### config.mk
export PLATFORM = sky130hd
export DESIGN_NAME = palindrome_word_framer
export DESIGN_NICKNAME = d
export VERILOG_FILES = /design/src/rtl/palindrome_word_framer.sv
export SDC_FILE = /design/constraint.sdc
export NUM_CORES = 1
export LEC_CHECK = 0
export ABC_AREA = 0
export CAP_MARGIN = 20
export CORE_UTILIZATION = 40
export DETAILED_ROUTE_END_ITERATION = 6
export PLACE_DENSITY = 0.74
export SKIP_LAST_GASP = 1
export SYNTH_ARGS = -nofsm -noshare
export SYNTH_HDL_FRONTEND = slang
export SYNTH_SLANG_ARGS = --single-unit
### constraint.sdc
create_clock -name clk -period 1.85 [get_ports clk]
set_input_delay 0.2775 -clock clk [delete_from_list [all_inputs] [get_ports clk]]
set_output_delay 0.2775 -clock clk [all_outputs]
set_load 0.05 [all_outputs]
### src/rtl/palindrome_word_framer.sv
// Serial-to-word framer feeding an external combinational palindrome detector;
// returns {word, verdict} on a valid/ready handshake and keeps saturating counts.
module palindrome_word_framer #(
  parameter int WIDTH = 8,
  parameter int CNT_W = 16
) (
  input  logic             clk,
  input  logic             rst_n,
  input  logic             bit_in,
  input  logic             bit_valid,
  output logic             bit_ready,
  input  logic             flush,
  output logic [WIDTH-1:0] pal_d,
  input  logic             pal_x,
  output logic [WIDTH-1:0] res_word,
  output logic             res_pal,
  output logic             res_valid,
  input  logic             res_ready,
  output logic [CNT_W-1:0] word_cnt,
  output logic [CNT_W-1:0] pal_cnt
);

  localparam int BW = $clog2(WIDTH);
  localparam logic [BW-1:0] LAST = BW'(WIDTH - 1);

  typedef enum logic [1:0] {COLLECT, EVAL, HOLD} state_t;

  state_t           state_q, state_d;
  logic [WIDTH-1:0] sh_q, sh_d;
  logic [BW-1:0]    bcnt_q, bcnt_d;
  logic [WIDTH-1:0] pal_d_q, pal_d_d;
  logic [WIDTH-1:0] res_word_q, res_word_d;
  logic             res_pal_q, res_pal_d;
  logic [CNT_W-1:0] word_cnt_q, word_cnt_d;
  logic [CNT_W-1:0] pal_cnt_q, pal_cnt_d;
  logic             xfer;
  logic             hs;

  always_comb begin
    state_d    = state_q;
    sh_d       = sh_q;
    bcnt_d     = bcnt_q;
    pal_d_d    = pal_d_q;
    res_word_d = res_word_q;
    res_pal_d  = res_pal_q;
    word_cnt_d = word_cnt_q;
    pal_cnt_d  = pal_cnt_q;
    bit_ready  = (state_q == COLLECT);
    res_valid  = (state_q == HOLD);
    xfer       = bit_valid & bit_ready;
    hs         = res_valid & res_ready;

    case (state_q)
      COLLECT: begin
        if (xfer) begin
          sh_d = {sh_q[WIDTH-2:0], bit_in};
          if (bcnt_q == LAST) begin
            pal_d_d = {sh_q[WIDTH-2:0], bit_in};
            bcnt_d  = '0;
            state_d = EVAL;
          end else begin
            bcnt_d = bcnt_q + 1'b1;
          end
        end
      end
      EVAL: begin
        res_word_d = pal_d_q;
        res_pal_d  = pal_x;
        state_d    = HOLD;
      end
      HOLD: begin
        if (hs) begin
          if (word_cnt_q != '1) word_cnt_d = word_cnt_q + 1'b1;
          if (res_pal_q && (pal_cnt_q != '1)) pal_cnt_d = pal_cnt_q + 1'b1;
          state_d = COLLECT;
        end
      end
      default: state_d = COLLECT;
    endcase

    // Abort wins over framing, but a handshake already in flight still counts.
    if (flush) begin
      state_d    = COLLECT;
      sh_d       = '0;
      bcnt_d     = '0;
      pal_d_d    = pal_d_q;
      res_word_d = res_word_q;
      res_pal_d  = res_pal_q;
    end
  end

  always_ff @(posedge clk or negedge rst_n) begin
    if (!rst_n) begin
      state_q    <= COLLECT;
      sh_q       <= '0;
      bcnt_q     <= '0;
      pal_d_q    <= '0;
      res_word_q <= '0;
      res_pal_q  <= 1'b0;
      word_cnt_q <= '0;
      pal_cnt_q  <= '0;
    end else begin
      state_q    <= state_d;
      sh_q       <= sh_d;
      bcnt_q     <= bcnt_d;
      pal_d_q    <= pal_d_d;
      res_word_q <= res_word_d;
      res_pal_q  <= res_pal_d;
      word_cnt_q <= word_cnt_d;
      pal_cnt_q  <= pal_cnt_d;
    end
  end

  assign pal_d    = pal_d_q;
  assign res_word = res_word_q;
  assign res_pal  = res_pal_q;
  assign word_cnt = word_cnt_q;
  assign pal_cnt  = pal_cnt_q;

endmodule
==> results.yml, run 1 <==
yosys:
  synth_ff_type: "dfrtp_1"
  synth_edf_count: 0
  synth-simple-area-share_pct: 21.0
  synth.avg_cell_area_um2: 11.6
  syn_nets: 251
  synth.mux.area_fraction_pct: 8.51
  async_flop_share_pct: 100
  yosysTopAreaCell: "dfrtp_1"
  postSynthCellCount: 240
  yosysUniqueCellTypes: 39
  synth_top_family_by_area: "simple AND/OR/NAND/NOR gates"
  synthesis.area_um2: 2790
  synthAdderAreaFrac_pct: 1.79
  ys_ff_latch: 61
  synth-xor-area-share_pct: 7.52
  synth_area_leaders: "dfrtp_1, mux2_2, xor2_1"
  ys.warnings.count: 0
  synth-compound-area-share_pct: 4.97
  yosysSeqAreaShare_pct: 54.6
  synth_top_area_share_pct: 54.6
power:
  powerDensity_nw_per_um2: 690
  power_mw: 2.63
  leakagePower_nw: 2.09
  ir_worst_vdd_v: 0.000475
layout:
  finish.instance_area_um2: 3810
  stdcell_count: 399
  final_common_cell: "dfrtp_1"
  final_cell_mix: "dfrtp_1, nand2_1, dfrtp_2, buf_4"
  drive_gt1_share_pct: 31.3
  fin_nets: 326
  area_growth_pct: 36.2
  nFillCells: 590
  diodes: 0
global_route:
  grt_max_degree: 62
  overflow: 0
  antenna_found_initial: 0
  first_global_vias: 2048
  grt_first_pass_wirelength_um: 10200
  grt_use_total_pct: 18.2
worst_setup_path:
  r2r_end: "word_cnt[1]"
  reg2reg_slack_ns: 0.18
  path_cells: "clkdlybuf4s50_1"
  path_max_fanout: 3
  worst_r2r_startpoint: "word_cnt[12]"
  max_stage_delay_ns: 0.82
  start_kind: "flip-flop"
  worstSetupEndpoint: "pal_d[3]"
  crit_required_ns: 1.57
  critical_path_buf_inv_count: 1
  crit_arrival_ns: 1.53
  worst_r2r_path_depth: 4
  cp_top_family: "buffers and inverters"
  startpoint: "pal_d[3]"
  criticalPathCategory: "flip-flop to output pin"
  cp-end-kind: "output pin"
  slowest_stage: "clkdlybuf4s50_1"
  path_depth: 1
floorplanning:
  core_area_um2: 6760
  io_pins: 58
  die_h_um: 85.6
  dieArea_um2: 7320
  num_rows: 30
  dieWidth_um: 85.6
  start_util_pct: 41.4
timing:
  final.min_clock_period_ns: 1.81
  period_share_pct: 97.8
  max_freq_mhz: 553
  slew_headroom_pct: 66.0
  rsz0062_at_grt: "false"
  slew_viol_final: 0
  hold_viol: 0
  setup_viol: 0
  whs_ns: 0.467
  layout_setup_ws_ns: 0.0410
  finClkSkew_ns: 0.00873
  tightestPinTransition_ns: 0.509
cts:
  cts_sinks: 61
  cts_tree: "yes"
  clk_pin_slew_ns: 0.07
  clock_latency_ns: 0.33
  h-tree-depth: 3
  cts_setup_buffers: 0
  numCtsBuffers: 9
  cts_root_buf: "clkbuf_8"
  cts_max_path_buffers: 2
route:
  vias_per_cell: 5.22
  ant_nets: 0
  drt_iter0_markers: 87
  route.vias.total: 2084
  drc: 0
  routed_wl_um: 6020
  dr.pass1.iters: 4
  post_drt_wl_per_cell_um: 15.1
placement:
  hpwlAfterDp_um: 4300
  pre_cts_ws_ns: -0.127
  port-buffer-count: 57
  dp_cells: 383
  gp_routability_congestion: 0.786
  placed_cell_area_um2: 3570
hold_path:
  min_path_type: "input port to asynchronous set/reset pin"
job:
  drv_cap: 0
status:
  status: "complete, no violations"
==> synth_stat cells, types with 2 or more instances <==
| cell type | count |
|---|---|
| nor3_2 | 2 |
| a21oi_1 | 14 |
| or3_1 | 2 |
| a31oi_1 | 2 |
| buf_2 | 4 |
| nor4_1 | 4 |
| o21ai_0 | 5 |
| xor2_1 | 21 |
| mux2i_1 | 2 |
| nor2_1 | 4 |
| nand2_1 | 28 |
| nand2b_1 | 2 |
| and4_1 | 6 |
| nor3b_1 | 3 |
| nor2_2 | 2 |
| nand4_1 | 11 |
| clkbuf_1 | 3 |
| and2_1 | 3 |
| nor3_1 | 6 |
| xnor2_1 | 3 |
| dfrtp_1 | 61 |
| inv_1 | 3 |
| nand3_1 | 10 |
| and3_1 | 4 |
| mux2_2 | 18 |
| ha_1 | 4 |
==> layer usage <==
layer | wire length (um) | share of wire (%) | GRT usage, %
met1 | 2840 | 47 | 23.9
met2 | 2870 | 48 | 28.4
met3 | 259 | 4.3 | 5.58
met4 | 53 | 0.88 | 6.82
met5 | 0 | 0 | 0
==> flip-flops by register name, indices dropped and copies added, names as in the netlist <==
name	count
pal_cnt	16
word_cnt	16
pal_d	8
bcnt_q	3
sh_q	7
state_q	2
res_word	8
res_pal	1
==> per-stage QoR <==
| stage | util [%] | setup TNS [ns] |
|---|---|---|
| 4_1_cts | 55.7 | 0 |
| 6_report | 56.3 | 0 |
| 5_1_grt | 56.3 | 0 |
| 2_1_floorplan | - | 0 |
| 3_5_place_dp | 52.8 | -0.698 |
| 3_3_place_gp | 52.8 | -0.202 |
==> cell families (layout without fill, tap and decap cells) <==
group                    count (synthesis)  in the layout
buffers and inverters                   10             89
XOR/XNOR                                24             24
flip-flops                              61             61
AO/OA/AOI/OAI                           24             24
adder cells (fa/ha/maj)                  4              4
AND/OR/NAND/NOR                         96             96
multiplexers                            21             21
==> worst min path at each step <==
stage	to	start	cells after the start	slack, ns
2_1_floorplan	bcnt_q[0]	rst_n	0	-0.02
3_3_place_gp	word_cnt[11]	rst_n	2	0.31
3_5_place_dp	word_cnt[9]	rst_n	2	0.31
4_1_cts	pal_cnt[15]	pal_cnt[15]	1	0.48
5_1_grt	word_cnt[9]	rst_n	3	0.48
6_report	word_cnt[9]	rst_n	3	0.47
==> where the power goes <==
group	total (mW)	internal, mW	leakage, nW	switching, mW
logic	0.102	0.0365	1.20	0.0657
registers	1.35	1.34	0.795	0.0105
clock network	1.17	0.688	0.0995	0.481
==> cell type report <==
type | instances | area, um2 | share of cell area, %
sequential | 61 | 1560 | 41.0
multi-input combinational | 169 | 1230 | 32.4
timing repair buffer | 71 | 708 | 18.6
clock buffer | 13 | 159 | 4.17
tap | 80 | 100 | 2.63
clock inverter | 2 | 35.0 | 0.920
inverter | 3 | 11.3 | 0.296
==> repair_timing <==
item / in CTS / in global routing
pin swaps: 0 / 0
resized for setup: 4 / 17
setup endpoints to repair: 4 / 17
gates cloned: 0 / 0
hold buffers: 1 / 0
hold endpoints to repair: 61 / 0
Power figures use the tool's default switching activity.
==> inputs of run 2 (changes only) <==
Settings changed: PLACE_DENSITY 0.74 to 0.76.
Clock period 1.85 ns to 1.64 ns, I/O delays scaled along.
==> run 2 against run 1 <==
The run now ends with design-rule violations left. Worst setup slack improved by 0.020 ns. Flip-flop and latch count unchanged. Routed wire length is 0.13% lower. Final area is 2.8% higher. Sequential power increased by 13%. Register-to-register slack lost 0.12 ns. Core utilization grew 1.6 points. Critical path type is now flip-flop to flip-flop. Largest power group unchanged. Highest routed layer unchanged.
==> results.yml, run 2 (synthesis gave the netlist of run 1 again) <==
status:
  status: "finished, violations left"
  violations: "design-rule violations"
cts:
  clk_pin_slew_ns: 0.07
  cts_max_path_buffers: 2
  h-tree-depth: 3
  clock_latency_ns: 0.34
  cts_root_buf: "clkbuf_8"
  numCtsBuffers: 9
  cts_sinks: 61
  cts_tree: "yes"
floorplanning:
  dieArea_um2: 7320
  num_rows: 30
  die_h_um: 85.6
  core_area_um2: 6760
  start_util_pct: 41.4
  io_pins: 58
  dieWidth_um: 85.6
layout:
  diodes: 0
  drive_gt1_share_pct: 50.3
  seq_area_um2: 1570
  nFillCells: 553
  area_growth_pct: 40.1
  final_common_cell: "buf_4"
  multiInputGateArea_um2: 1320
  fin_nets: 338
  final_cell_mix: "buf_4, dfrtp_2, dfrtp_1, nand2_1, xor2_1"
timing:
  final.min_clock_period_ns: 1.58
  period_share_pct: 96.3
  slew_viol_final: 0
  max_freq_mhz: 633
  slew_headroom_pct: 64.2
  whs_ns: 0.436
  finClkSkew_ns: 0.00594
  tightestPinTransition_ns: 0.534
  rsz0062_at_grt: "true"
  setup_viol: 0
  fin_setup_tns_ns: 0
  hold_viol: 0
global_route:
  overflow: 0
  grt_first_pass_wirelength_um: 10400
  grt_use_total_pct: 18.3
  first_global_vias: 2174
  grt_max_degree: 62
  antenna_found_initial: 0
worst_setup_path:
  cp_top_family: "flip-flops"
  path_cells: "ha_4 -> nand3_4 -> nor4_4 -> buf_4 -> nor2_2 -> mux2_4"
  cp-end-kind: "flip-flop"
  critical_path_buf_inv_count: 1
  crit_required_ns: 1.87
  max_stage_delay_ns: 0.42
  start_kind: "flip-flop"
  slowest_stage: "dfrtp_2"
  crit_arrival_ns: 1.81
  path_max_fanout: 4
  criticalPathCategory: "flip-flop to flip-flop"
hold_path:
  min_path_type: "input port to asynchronous set/reset pin"
placement:
  port-buffer-count: 57
  gp_routability_congestion: 0.792
  hpwlAfterDp_um: 4210
power:
  ir_worst_vdd_v: 0.000404
  power_mw: 3.15
  leakagePower_nw: 1.95
  powerDensity_nw_per_um2: 804
route:
  route.vias.total: 2162
  drc: 2
  drt_iter0_markers: 72
  ant_nets: 0
  post_drt_wl_per_cell_um: 14.6
  routed_wl_um: 6020
  vias_per_cell: 5.25
  dr.pass1.iters: 6
job:
  drv_cap: 0
-- run 2: cell count changes in the layout (fill, tap and decap cells not counted), moves of 4 or more --
| cell | previous run | this run |
|---|---|---|
| buf_4 | 25 | 71 |
| clkdlybuf4s50_1 | 21 | 5 |
| dlymetal6s2s_1 | 16 | 0 |
| dfrtp_1 | 34 | 29 |
| dfrtp_2 | 27 | 32 |
| dlygate4sd2_1 | 4 | 0 |
-- run 2: metrics by stage --
stage | cell area (um2) | instances | util (%) | worst slack, ns
after CTS | 3820 | 408 | 56.6 | 0.0194
after detailed placement | 3590 | 391 | 53.2 | -0.301
after global routing | 3910 | 412 | 57.9 | -0.0130
after floorplan | 2870 | 240 | - | -0.155
final | 3910 | 412 | 57.9 | 0.0608
after global placement | 3590 | 391 | 53.2 | -0.238
-- run 2: area by class of cell --
type / count / area share, %
Multi-Input combinational cell: 169 / 33.6
Clock buffer: 9 / 3.16
Sequential cell: 61 / 40.0
Timing Repair Buffer: 83 / 17.8
Inverter: 3 / 0.288
Clock inverter: 7 / 2.49
Tap cell: 80 / 2.56
-- run 2: path summary, 6_finish.rpt --
path | from | endpoint | slack, ns | cells past startpoint
hold reg to reg | word_cnt[15] | word_cnt[15] | 0.48 | 1
hold / removal | rst_n | word_cnt[11] | 0.44 | 3
setup reg to reg | pal_cnt[0] | pal_cnt[1] | 0.06 | 6
max in group asynchronous | rst_n | pal_cnt[10] | 0.91 | 3
setup / recovery | pal_cnt[0] | pal_cnt[1] | 0.06 | 6
min in group clk | bit_in | sh_q[0] | 0.47 | 3
-- run 2: worst min-delay path, cell delays in order --
cell	delay, ns
dlygate4sd3_1	0.52
buf_2	0.12
buf_12	0.29
-- run 2: repair_timing --
action,in CTS,in global routing
gates resized for setup,0,11
hold buffers,1,0
hold endpoints to repair,61,0
endpoints found under the setup margin,0,9
buffers inserted,0,4
-- run 2: power breakdown --
part	switching [mW]	leakage, nW	internal (mW)
clock	0.637	0.106	0.862
combinational	0.0752	1.06	0.0449
sequential	0.0118	0.787	1.52
-- run 2: routing by layer --
metal | vias to the layer above | routed length (um) | GRT usage (%)
met5 | - | 0 | 0
met4 | 0 | 82 | 7.88
met3 | 8 | 253 | 5.87
met2 | 57 | 2970 | 27.3
met1 | 1064 | 2710 | 24.6
li1 | 1033 | - | -
==> inputs of run 3 (changes only) <==
Settings changed: RECOVER_POWER from default to 50.
==> run 3 against run 2 <==
Worst setup slack lost 0.00052 ns. Routed wire length shrank 0.91%. Critical endpoint unchanged. Core utilization shrank 1.2 points. Final area shrank 2.1%. Combinational power shrank 4%. The flow still finishes with violations (design-rule violations). Non-clock buffer count is the same. Flip-flop and latch count is the same. Global-route usage is the same. Hold slack gained 0.040 ns.
==> results.yml, run 3 (synthesis gave the netlist of run 1 again) <==
global_route:
  overflow: 0
  grt_use_total_pct: 18.3
  first_global_vias: 2174
  grt_first_pass_wirelength_um: 10400
  grt_max_degree: 62
  antenna_found_initial: 0
route:
  drt_iter0_markers: 95
  dr.pass1.iters: 6
  ant_nets: 0
  vias_per_cell: 5.22
  routed_wl_um: 5960
  post_drt_wl_per_cell_um: 14.5
  drc: 2
  route.vias.total: 2151
cts:
  h-tree-depth: 3
  clk_pin_slew_ns: 0.07
  cts_tree: "yes"
  cts_root_buf: "clkbuf_8"
  numCtsBuffers: 9
  clock_latency_ns: 0.34
  cts_sinks: 61
  cts_max_path_buffers: 2
timing:
  fin_setup_tns_ns: 0
  period_share_pct: 96.3
  finClkSkew_ns: 0.00519
  setup_viol: 0
  whs_ns: 0.476
  layout_setup_ws_ns: 0.0603
  tightestPinTransition_ns: 0.826
  hold_viol: 0
  max_freq_mhz: 633
  slew_viol_final: 0
  final.min_clock_period_ns: 1.58
  rsz0062_at_grt: "true"
  slew_headroom_pct: 44.9
power:
  p_sw_share_pct: 22.9
  seqPwrFrac_pct: 48.7
  powerDensity_nw_per_um2: 819
  pwr-share-clk_pct: 47.6
  p_int_mw: 2.42
  power_mw: 3.14
  leakagePower_nw: 1.89
  ir_worst_vdd_v: 0.000402
  comb_power_share_pct: 3.7
  p_switching_mw: 0.718
floorplanning:
  dieWidth_um: 85.6
  io_pins: 58
  core_area_um2: 6760
  start_util_pct: 41.4
  num_rows: 30
  die_h_um: 85.6
  dieArea_um2: 7320
placement:
  hpwlAfterDp_um: 4210
  dp_cells: 391
  gp_routability_congestion: 0.792
  port-buffer-count: 57
  placed_cell_area_um2: 3590
  pre_cts_ws_ns: -0.301
worst_setup_path:
  worst_r2r_path_depth: 6
  crit_arrival_ns: 1.81
  reg2reg_slack_ns: 0.06
  r2r_end: "pal_cnt[1]"
  path_max_fanout: 4
  startpoint: "pal_cnt[0]"
  cp-end-kind: "flip-flop"
  start_kind: "flip-flop"
  worst_r2r_startpoint: "pal_cnt[0]"
  crit_required_ns: 1.87
  criticalPathCategory: "flip-flop to flip-flop"
job:
  drv_cap: 0
layout:
  fin_nets: 338
  final_common_cell: "buf_4"
  drive_gt1_share_pct: 46.4
  final_cell_mix: "buf_4, dfrtp_2, dfrtp_1, nand2_1, xor2_1"
  finish.instance_area_um2: 3830
  stdcell_count: 412
  finalCoreUtilization_pct: 56.7
  area_growth_pct: 37.1
  diodes: 0
hold_path:
  min_from: "bit_in"
  worstHoldPathCells: 3
  hold_end: "sh_q[0]"
  min_path_type: "input port to flip-flop"
status:
  violations: "design-rule violations"
  status: "finished, violations left"
-- run 3: changes by cell type in the layout (fill, tap and decap cells not counted) --
cell | previous run | this run
buf_4 | 71 | 49
buf_12 | 5 | 4
clkbuf_1 | 0 | 12
clkbuf_2 | 0 | 9
buf_1 | 0 | 1
clkbuf_4 | 0 | 1
-- run 3: worst max path at each step --
stage,end,slack [ns]
floorplan,pal_cnt[1],-0.16
global placement,pal_cnt[13],-0.24
detailed placement,pal_cnt[15],-0.30
CTS,word_cnt[1],0.02
global route,pal_cnt[1],-0.01
finish,pal_cnt[1],0.06
-- run 3: critical path, stage by stage (launching register included) --
cell and delay [ns]:
dfrtp_2 0.42, ha_4 0.16, nand3_4 0.08, nor4_4 0.29
buf_4 0.18, nor2_2 0.05, mux2_4 0.29
-- run 3: per-layer routing --
metal  vias up  part of all wire [%]  global-route usage [%]
met1      1058                    45                    24.6
met3         8                   3.8                    5.87
met2        52                    49                    27.3
met5         -                     0                       0
li1       1033                     -                       -
met4         0                   1.4                    7.88
-- run 3: cell type report --
class                      instances  area [um2]
fill                             575        2930
sequential                        61        1570
multi-input combinational        169        1320
timing repair buffer              83         614
clock buffer                       9         124
tap                               80         100
clock inverter                     7        97.6
inverter                           3        11.3
-- run 3: repair_timing --
action,CTS,global route
hold endpoints to repair,61,0
gates resized for setup,0,11
buffers inserted,0,4
endpoints found under the setup margin,0,9
hold buffers,1,0
-- run 3: power by group through the flow --
stage                     registers, mW  clock network (mW)  logic, mW
after CTS                          1.53                1.53      0.121
after detailed placement           1.56                   0      0.119
after global routing               1.53                1.61      0.130
after floorplan                    1.57                   0     0.0281
after global placement             1.56                   0      0.117
final                              1.53                1.49      0.115
